**config.mk**
```make
export PLATFORM = sky130hd
export DESIGN_NAME = execute_cycle
export DESIGN_NICKNAME = d
export VERILOG_FILES = /design/src/rtl/execute_cycle.sv
export SDC_FILE = /design/constraint.sdc
export NUM_CORES = 1
export LEC_CHECK = 0
export CAP_MARGIN = 20
export CORE_ASPECT_RATIO = 2
export CORE_MARGIN = 4
export CORE_UTILIZATION = 53
export CTS_CLUSTER_SIZE = 14
export DETAILED_ROUTE_END_ITERATION = 12
export PLACE_DENSITY_LB_ADDON = 0.15
export SYNTH_ARGS = -nofsm -noshare
export SYNTH_HDL_FRONTEND = slang
export SYNTH_SLANG_ARGS = --single-unit
```
**constraint.sdc**
```tcl
create_clock -name clk -period 20.6 [get_ports clk]
set_input_delay 3.09 -clock clk [delete_from_list [all_inputs] [get_ports clk]]
set_output_delay 3.09 -clock clk [all_outputs]
set_load 0.02 [all_outputs]
```
**src/rtl/execute_cycle.sv**
```systemverilog
// rtl/execute_cycle.sv - RISC-V execute stage: forwarding, ALU, beq resolution, EX/MEM register
//
// Purpose:
//   Selects forwarded operands, runs the ALU, resolves beq combinationally
//   (PC_Exmux / PCtarget_E back to fetch) and registers results into the
//   execute/memory pipeline register.
//
// Ports:
//   clk, rst              clock, asynchronous active-low reset
//   *_E inputs            decode/execute pipeline signals
//   fwdA_E, fwdB_E        00/11 = RDx_E, 01 = Result_W, 10 = ALUresult_M
//   Result_W              writeback value for forwarding
//   stall_M, flush_M      hold / bubble the execute/memory register (flush wins)
//   PC_Exmux, PCtarget_E  branch taken and branch target (combinational)
//   *_M outputs           execute/memory register contents
//
// Optional feature macro: EXEC_SLT_EN (ALU code 0101 = signed set-less-than).

module execute_cycle #(
    parameter int XLEN = 32,
    parameter int REGA = 5
) (
    input  logic            clk,
    input  logic            rst,
    input  logic            regwrt_E,
    input  logic            memwrite_E,
    input  logic            resultctrl_E,
    input  logic            branch_E,
    input  logic            oprsel_E,
    input  logic [3:0]      ALUcontrol_E,
    input  logic [XLEN-1:0] RD1_E,
    input  logic [XLEN-1:0] RD2_E,
    input  logic [XLEN-1:0] immdx_E,
    input  logic [XLEN-1:0] PC_DE,
    input  logic [XLEN-1:0] PC_1DE,
    input  logic [REGA-1:0] RD_E,
    input  logic [1:0]      fwdA_E,
    input  logic [1:0]      fwdB_E,
    input  logic [XLEN-1:0] Result_W,
    input  logic            stall_M,
    input  logic            flush_M,
    output logic            PC_Exmux,
    output logic [XLEN-1:0] PCtarget_E,
    output logic            regwrt_M,
    output logic            memwrite_M,
    output logic            resultctrl_M,
    output logic [XLEN-1:0] ALUresult_M,
    output logic [XLEN-1:0] WriteData_M,
    output logic [XLEN-1:0] PC_1M,
    output logic [REGA-1:0] RD_M,
    output logic            zero_M
);

    logic            regwrt_d, regwrt_q;
    logic            memwrite_d, memwrite_q;
    logic            resultctrl_d, resultctrl_q;
    logic            zero_d, zero_q;
    logic [XLEN-1:0] alu_d, alu_q;
    logic [XLEN-1:0] wdata_d, wdata_q;
    logic [XLEN-1:0] pc1_d, pc1_q;
    logic [REGA-1:0] rd_d, rd_q;

    logic [XLEN-1:0] src_a, fwd_b, src_b, alu_res;
    logic            alu_zero;

    // Forward select 10 feeds back the live register value, stalled or not.
    always_comb begin
        case (fwdA_E)
            2'b01:   src_a = Result_W;
            2'b10:   src_a = alu_q;
            default: src_a = RD1_E;
        endcase
        case (fwdB_E)
            2'b01:   fwd_b = Result_W;
            2'b10:   fwd_b = alu_q;
            default: fwd_b = RD2_E;
        endcase
        src_b = oprsel_E ? immdx_E : fwd_b;
    end

    always_comb begin
        case (ALUcontrol_E)
            4'b0000: alu_res = src_a + src_b;
            4'b0001: alu_res = src_a - src_b;
            4'b0010: alu_res = src_a ^ src_b;
            4'b0011: alu_res = src_a | src_b;
            4'b0100: alu_res = src_a & src_b;
`ifdef EXEC_SLT_EN
            4'b0101: alu_res = {{(XLEN-1){1'b0}}, ($signed(src_a) < $signed(src_b))};
`endif
            default: alu_res = '0;
        endcase
        alu_zero = (alu_res == '0);
    end

    assign PC_Exmux   = branch_E & alu_zero & rst;
    assign PCtarget_E = PC_DE + immdx_E;

    // Flush clears only the control bits; data fields capture as normal.
    always_comb begin
        regwrt_d     = regwrt_q;
        memwrite_d   = memwrite_q;
        resultctrl_d = resultctrl_q;
        zero_d       = zero_q;
        alu_d        = alu_q;
        wdata_d      = wdata_q;
        pc1_d        = pc1_q;
        rd_d         = rd_q;
        if (flush_M || !stall_M) begin
            alu_d   = alu_res;
            wdata_d = fwd_b;
            pc1_d   = PC_1DE;
            rd_d    = RD_E;
            if (flush_M) begin
                regwrt_d     = 1'b0;
                memwrite_d   = 1'b0;
                resultctrl_d = 1'b0;
                zero_d       = 1'b0;
            end else begin
                regwrt_d     = regwrt_E;
                memwrite_d   = memwrite_E;
                resultctrl_d = resultctrl_E;
                zero_d       = alu_zero;
            end
        end
    end

    always_ff @(posedge clk or negedge rst) begin
        if (!rst) begin
            regwrt_q     <= 1'b0;
            memwrite_q   <= 1'b0;
            resultctrl_q <= 1'b0;
            zero_q       <= 1'b0;
            alu_q        <= '0;
            wdata_q      <= '0;
            pc1_q        <= '0;
            rd_q         <= '0;
        end else begin
            regwrt_q     <= regwrt_d;
            memwrite_q   <= memwrite_d;
            resultctrl_q <= resultctrl_d;
            zero_q       <= zero_d;
            alu_q        <= alu_d;
            wdata_q      <= wdata_d;
            pc1_q        <= pc1_d;
            rd_q         <= rd_d;
        end
    end

    assign regwrt_M     = regwrt_q;
    assign memwrite_M   = memwrite_q;
    assign resultctrl_M = resultctrl_q;
    assign zero_M       = zero_q;
    assign ALUresult_M  = alu_q;
    assign WriteData_M  = wdata_q;
    assign PC_1M        = pc1_q;
    assign RD_M         = rd_q;

endmodule

```
== Yosys cells after proc, flatten, opt, wreduce, memory -nomap -nowiden ==
Cells that the tools add are included.
Word-level totals
  bits in registers: 105
  latch bits: 0
  bits in writable memories: 0
  ROM bits: 0
  word-level logic and storage cells: 36
  memories: 0
Operators by class
  $add $sub $neg: 3
  multiply operators: 0
  divide/modulo/power cells: 0
  $lt $le $gt $ge: 0
  equality and inequality tests: 8
  shift operators: 0
  muxes and demuxes: 8
  bitwise gates (word level): 5
  reductions and logical operators: 4
Operators with widths (count)
  $pmux 32 s5: 1
  $pmux 32 s2: 2
  $add 32x32->32: 2
  $and 32x32->32: 1
  $logic_not 32->1: 1
  $mux 32: 1
  $or 32x32->32: 1
  $sub 32x32->32: 1
  $xor 32x32->32: 1
  $eq 4x2->1 const B: 2
  $eq 2x1->1 const B: 2
  $eq 2x2->1 const B: 2
  $eq 4x1->1 const B: 1
  $eq 4x3->1 const B: 1
  $logic_not 4->1: 1
  $mux 1: 4
  $and 1x1->1: 2
  $logic_not 1->1: 1
  $logic_or 1x1->1: 1

== Logic depth before layout (Yosys ltp) ==
Gate-level depths: netlist (run 1).
  depth after elaboration: 8
  gate-level depth with buffers: 27

== Worst setup path after synthesis (run 1) ==
No wires, ideal clock.
  path kind: input port to output port
  start: in oprsel_E
  end: out PC_Exmux
  arrival time: 8.556 ns
  slack: 8.954 ns
  stages on the path: 26
  path buffers: 6
  cell sequence: buf_2 > buf_4 > clkbuf_1 > buf_2 > buf_2 > buf_1 > nand2_1 > a21boi_0 > ha_1 > and4_1 > nand2b_1 > nor3_1 > nand2_1 > nor2_1 > a21oi_1 > xnor2_1 > ha_1 > a21oi_1 > a21oi_1 > a211o_1 > a221o_1 > or3_1 > a41o_1 > a2111oi_0 > nand4_1 > nor3_1
On the way
  longest elaborated chain between the ends: 6
  elaborated cells on any way between the ends: 10
  those cells by class: add/sub (2); mux (2); bitwise (5); reduce/logical (1)
Ends and longest elaborated chain
  start, declared: RTL line 29  | input logic oprsel_E,
  $mux 32 *: RTL line 78  | src_b = oprsel_E ? immdx_E : fwd_b;
  $sub 32x32->32, or another cell as far along: RTL line 84  | 4'b0001: alu_res = src_a - src_b;
  $pmux 32 s5 *: RTL line 82  | case (ALUcontrol_E)
  $logic_not 32->1 *: RTL line 93  | alu_zero = (alu_res == '0);
  $and 1x1->1 * (2 in series): RTL line 96  | assign PC_Exmux = branch_E & alu_zero & rst;
  end, declared: RTL line 42  | output logic PC_Exmux,
Every way passes the cells marked *; elsewhere a longest branch is shown, timed or not.

== Final worst setup path (run 1) ==
  start: in fwdB_E[0]
  end: out PC_Exmux
On the way
  longest elaborated chain between the ends: 8
  elaborated cells on any way between the ends: 13
  those cells by class: add/sub (2); eq/ne (2); mux (3); bitwise (5); reduce/logical (1)
Ends and longest elaborated chain
  start, declared: RTL line 38  | input logic [1:0] fwdB_E,
  $eq 2x2->1 / $eq 2x1->1 (equally long branches): RTL line 73  | case (fwdB_E)
  $pmux 32 s2 *: RTL line 73
  $mux 32 *: RTL line 78
  $sub 32x32->32, or another cell as far along: RTL line 84
  $pmux 32 s5 *: RTL line 82
  $logic_not 32->1 *: RTL line 93
  $and 1x1->1 * (2 in series): RTL line 96
Marks and branches as above.

==> results of run 1 <==
[power breakdown]
part	switching, mW	internal, mW	leakage, nW
combinational	0.332	0.235	5.53
clock	0.0904	0.100	0.157
sequential	0.0274	0.230	1.30
total	0.450	0.566	6.99
[stage by stage]
step           cell area [um^2]   util  setup WS [ns]
5_1_grt                   15600  0.724           6.40
6_report                  15600  0.724           6.94
3_3_place_gp              15300  0.708           7.35
3_5_place_dp              15300  0.708           7.28
4_1_cts                   15600  0.723           7.27
2_1_floorplan             11600      -           8.95
[area by class of cell]
type | count | area, um^2
timing repair buffer | 369 | 3640
fill | 1785 | 5960
sequential | 105 | 2630
antenna | 5 | 12.5
clock buffer | 10 | 239
multi-input combinational | 1251 | 8310
inverter | 101 | 379
clock inverter | 6 | 81.3
tap | 273 | 342
[critical path, delay by kind of cell]
family	cells	cell delay, ns
buffers and inverters	5	1.78
and+or+nand+nor	9	2.30
AOI/OAI and AO/OA	7	2.03
adders and majority gates	2	0.68
xor gates and xnor gates	2	0.67
[metal layers]
layer	vias up	share of wire	track usage
met3	322	0.079	0.0900
met2	913	0.51	0.751
met4	0	0.11	0.383
li1	6104	-	-
met1	6418	0.30	0.394
met5	-	0	0
[worst max-delay path by stage]
stage / to / depth (start not counted) / from
detailed placement: PC_Exmux / 25 / fwdB_E[0]
global placement: PC_Exmux / 26 / fwdB_E[0]
floorplan: PC_Exmux / 26 / oprsel_E
CTS: PC_Exmux / 25 / fwdB_E[0]
finish: PC_Exmux / 25 / fwdB_E[0]
global route: PC_Exmux / 25 / fwdB_E[0]
[logic make-up after synthesis]
kind of cell    count (synthesis)  share of synthesized area
simple gates                  544                      0.211
compound gates                473                      0.275
buf+inv                       186                     0.0633
fa+ha+maj                     139                      0.151
flops                         105                      0.226
xor+xnor                       74                     0.0557
mux                            21                     0.0188
[state kept, by name (all words and copies together), names as in the netlist]
signal        count
ALUresult_M      32
PC_1M            32
WriteData_M      32
RD_M              5
memwrite_M        1
regwrt_M          1
resultctrl_M      1
zero_M            1
[cells in the final DEF, fill, tap and decap left out, types with 7 or more instances in the layout]
cell type	instances
a221oi_1	26
o21ai_1	14
or4_1	8
dfrtp_1	105
nor2_1	128
clkdlybuf4s50_1	349
a21oi_1	95
and3_1	11
nand2b_1	16
mux2i_1	14
buf_4	18
or2_2	9
o22ai_1	9
o211ai_1	11
a221o_1	13
o21ai_0	97
a31oi_1	13
or3_1	13
o21a_1	16
nor3_1	23
a211oi_1	13
mux2_2	7
ha_1	136
nor3b_1	7
nand3_1	18
o31ai_1	18
xor2_1	18
nand4_1	8
o31a_1	10
clkbuf_16	9
nand2_1	252
inv_1	98
a22oi_1	55
xnor2_1	56
a21o_1	28
nor2b_1	18
==> results.toml, run 1 <==
[timing]
worstMarginPinSlew_ns = 1.07
setup_tns_ns = 0
rsz0062_at_grt = "false"
holdWs_ns = 0.465
fin_skew_ns = 0.0218
hold_violations = 0
fmax_mhz = 73.2
setup_viol = 0
maxSlewHeadroom = 0.269
finalCriticalPeriod_ns = 13.66
min_period_over_period = 0.663
slew_viol_final = 0

[cts]
ctsHoldBuffers = 0
post_cts_resized = 0
clock_sinks = 105
cts_buffers = 9
cts_tree = "built"
cts_root_buf = "clkbuf_16"
path_clk_slew_ns = 0.06
clkLatencyLatePin_ns = 0.39
clockBufferDepth = 2
postCtsSetupBuffers = 0
htree_levels = 3

[worst_hold_path]
holdPathStages = 2
hold-path-endpoint = "PC_1M[25]$_DFFE_PN0P_"
hold_path.class = "register to register"
hp-start = "PC_1M[25]$_DFFE_PN0P_"

[logic_synthesis]
synth_area_leaders = "dfrtp_1 23%, ha_1 15%, nand2_1 8.1%, xnor2_1 4.2%, o21ai_0 4.2%"
synthMostInstantiatedCell = "nand2_1"
synth_top_area_share = 0.226
synth_area_mm2 = 0.0116
yosys-top-cells-count = "252 x nand2_1, 137 x ha_1, 128 x nor2_1"
synth_top_cell_by_area = "dfrtp_1"
avgSynthCellArea_um2 = 7.55
syn_nets = 1895
yosysWarnings = 0
synth.yosys.seq_area_share = 0.226
syn_inst = 1542
synth-edff-count = 0
ys.flop_type = "dfrtp_1"
ys_ff_latch = 105
ys_types = 79
synth_async_sr_flop_share = 1.00

[drt]
avgRoutedWirePerCell_um = 25.3
viasPerCell = 6.49
antenna_left = 0
firstDrtPassIters = 6
dr.first_iter.drc_count = 1298
wl_um = 53600
num_vias = 13757
drc_errors = 0

[worst_setup_path]
path_max_fanout = 64
worstSetupStartpointType = "primary input"
r2r-end = "zero_M$_DFFE_PN0P_"
cp.required_ns = 17.51
critPathKind = "primary input to primary output"
reg2reg_depth = 20
rrSetupSlack_ns = 14.46
end_kind = "primary output"
reg2reg_from = "ALUresult_M[8]$_DFFE_PN0P_"
cp_slowest_cell = "clkdlybuf4s50_1"
arrival_ns = 10.57
max_stage_delay_ns = 0.66

[status]
status = "complete, no violations"

[layout]
final_cell_count_no_fill = 2120
drive_gt1_frac = 0.0407
nNetsFinal = 2190
syn2layout_area_growth_pct = 34.3

[floorplanning]
rows = 76
initial_utilization = 0.539
coreArea_mm2 = 0.0216
die_h_um = 218
pin_count = 352
die_w_um = 113
die-area_mm2 = 0.0245

[placed_design]
place_inst = 2098
dp_hpwl_um = 42600
io_buffer_count = 351
place.gp.congestion = 1.02

[power_and_ir_drop]
powerDensity_mw_per_mm2 = 65.0
peakVddDrop_v = 0.0000582
fin_total_pwr_mw = 1.02
power.leakage_nw = 6.99

[global_route]
grt_max_degree = 88
track_usage = 0.422
grt.overflow.total = 0
grt_pass1_vias = 13527
grt_pass1_wl_um = 78300
antenna_found_initial = 5

[flow_run]
max_cap_viol_count = 0
Power figures use the tool's default switching activity.
==> run 2, diff against run 1 <==
CORE_UTILIZATION = 49   (was 53)
clock period = 12.9 ns   (was 20.6 ns; I/O delays follow)
==> results.toml, run 2 (synthesized netlist as in run 1, its figures left out) <==
[status]
status = "complete, no violations"

[timing]
rsz0062_at_grt = "false"
maxSlewHeadroom = 0.210
setup_viol = 0
hold_violations = 0
fin_skew_ns = 0.0165
holdWs_ns = 0.465
min_period_over_period = 0.888
finalCriticalPeriod_ns = 11.46
worstMarginPinSlew_ns = 1.19
fmax_mhz = 87.3
slew_viol_final = 0
setup_tns_ns = 0

[drt]
antenna_left = 0
drc_errors = 0
avgRoutedWirePerCell_um = 25.9
num_vias = 13571
dr.first_iter.drc_count = 1247
viasPerCell = 6.36
firstDrtPassIters = 6
wl_um = 55200

[worst_setup_path]
critPathTopFamily = "simple AND/OR/NAND/NOR gates"
cp.required_ns = 10.97
worstSetupEndpoint = "PC_Exmux"
critPathLaunch = "fwdB_E[0]"
cp_num_cells = 25
reg2reg_depth = 21
reg2reg_from = "ALUresult_M[0]$_DFFE_PN0P_"
r2r-end = "zero_M$_DFFE_PN0P_"
path_max_fanout = 55
path_buf_inv = 4
cp_slowest_cell = "clkdlybuf4s50_1"
critPathKind = "primary input to primary output"
worstSetupStartpointType = "primary input"
end_kind = "primary output"
arrival_ns = 9.52
max_stage_delay_ns = 0.67
rrSetupSlack_ns = 6.63

[floorplanning]
pin_count = 352
die_w_um = 117
initial_utilization = 0.499
rows = 79
die_h_um = 226
coreArea_mm2 = 0.0233
die-area_mm2 = 0.0264

[power_and_ir_drop]
power.leakage_nw = 7.01
peakVddDrop_v = 0.0000736
fin_total_pwr_mw = 1.64
powerDensity_mw_per_mm2 = 104

[cts]
cts_tree = "built"
ctsHoldBuffers = 0
htree_levels = 3
clkLatencyLatePin_ns = 0.40
path_clk_slew_ns = 0.07
cts_buffers = 9
cts_root_buf = "clkbuf_16"
post_cts_resized = 0
postCtsSetupBuffers = 0
clock_sinks = 105
clockBufferDepth = 2

[layout]
mostFrequentLayoutCells = "349 x clkdlybuf4s50_1, 252 x nand2_1, 136 x ha_1, 128 x nor2_1, 105 x dfrtp_1"
post-route-util = 0.672
syn2layout_area_growth_pct = 34.8
drive_gt1_frac = 0.0423
final_common_cell = "clkdlybuf4s50_1"
nNetsFinal = 2193
fillers = 2055

[global_route]
grt.overflow.total = 0
grt_pass1_vias = 13869
track_usage = 0.410
antenna_found_initial = 3
grt_max_degree = 97
grt_pass1_wl_um = 79800

[placed_design]
place.gp.congestion = 1.03
dp_hpwl_um = 43900
io_buffer_count = 351

[worst_hold_path]
hold_path.class = "register to register"

[flow_run]
max_cap_viol_count = 0
[run 2: cell count changes in the layout (fill, tap and decap cells not counted), sizes merged]
cell	change
clkinvlp	+1
buf	+2
clkinv	-1
inv	+1
[run 2: routing by layer]
layer | global-route usage | share of wire
met2 | 0.713 | 0.50
met4 | 0.409 | 0.12
met1 | 0.366 | 0.29
met5 | 0 | 0
met3 | 0.0963 | 0.081
[run 2: how the worst min path moves through the flow]
| stage | slack (ns) | to | start | cells after the start |
|---|---|---|---|---|
| 6_report | 0.47 | PC_1M[24]$_DFFE_PN0P_ | PC_1M[24]$_DFFE_PN0P_ | 2 |
| 4_1_cts | 0.47 | PC_1M[24]$_DFFE_PN0P_ | PC_1M[24]$_DFFE_PN0P_ | 2 |
| 2_1_floorplan | 0.58 | PC_1M[0]$_DFFE_PN0P_ | PC_1M[0]$_DFFE_PN0P_ | 2 |
| 3_5_place_dp | 0.46 | PC_1M[24]$_DFFE_PN0P_ | PC_1M[24]$_DFFE_PN0P_ | 2 |
| 5_1_grt | 0.49 | RD_M[1]$_DFFE_PN0P_ | RD_M[1]$_DFFE_PN0P_ | 2 |
| 3_3_place_gp | 0.45 | PC_1M[24]$_DFFE_PN0P_ | PC_1M[24]$_DFFE_PN0P_ | 2 |
[run 2: power by group]
group	total [mW]	internal (mW)	switching, mW
Combinational	0.912	0.378	0.533
Clock	0.314	0.157	0.157
Sequential	0.410	0.368	0.0424
Total	1.64	0.903	0.733
[run 2: final cells by class]
type	count	area [um^2]	area share
antenna	5	12.5	0.000798
clock buffer	9	225	0.0144
clock inverter	7	93.8	0.00598
inverter	101	379	0.0242
multi-input combinational	1251	8310	0.530
sequential	105	2630	0.168
tap	283	354	0.0226
timing repair buffer	372	3680	0.235
[run 2: metrics by stage]
stage | instance area, um^2 | setup WS, ns | cells
2_1_floorplan | 11600 | 3.56 | 1542
4_1_cts | 15700 | 1.57 | 2127
3_3_place_gp | 15300 | 1.64 | 2110
5_1_grt | 15700 | 1.06 | 2131
3_5_place_dp | 15300 | 1.59 | 2111
6_report | 15700 | 1.44 | 2133
[run 2: worst reg2reg max path: cells and delay by family (launching register included)]
kind | cells | cell delay [ns]
flops | 1 | 0.54
compound gates | 11 | 3.12
simple gates | 7 | 1.69
xor+xnor | 1 | 0.17
fa+ha+maj | 2 | 0.67
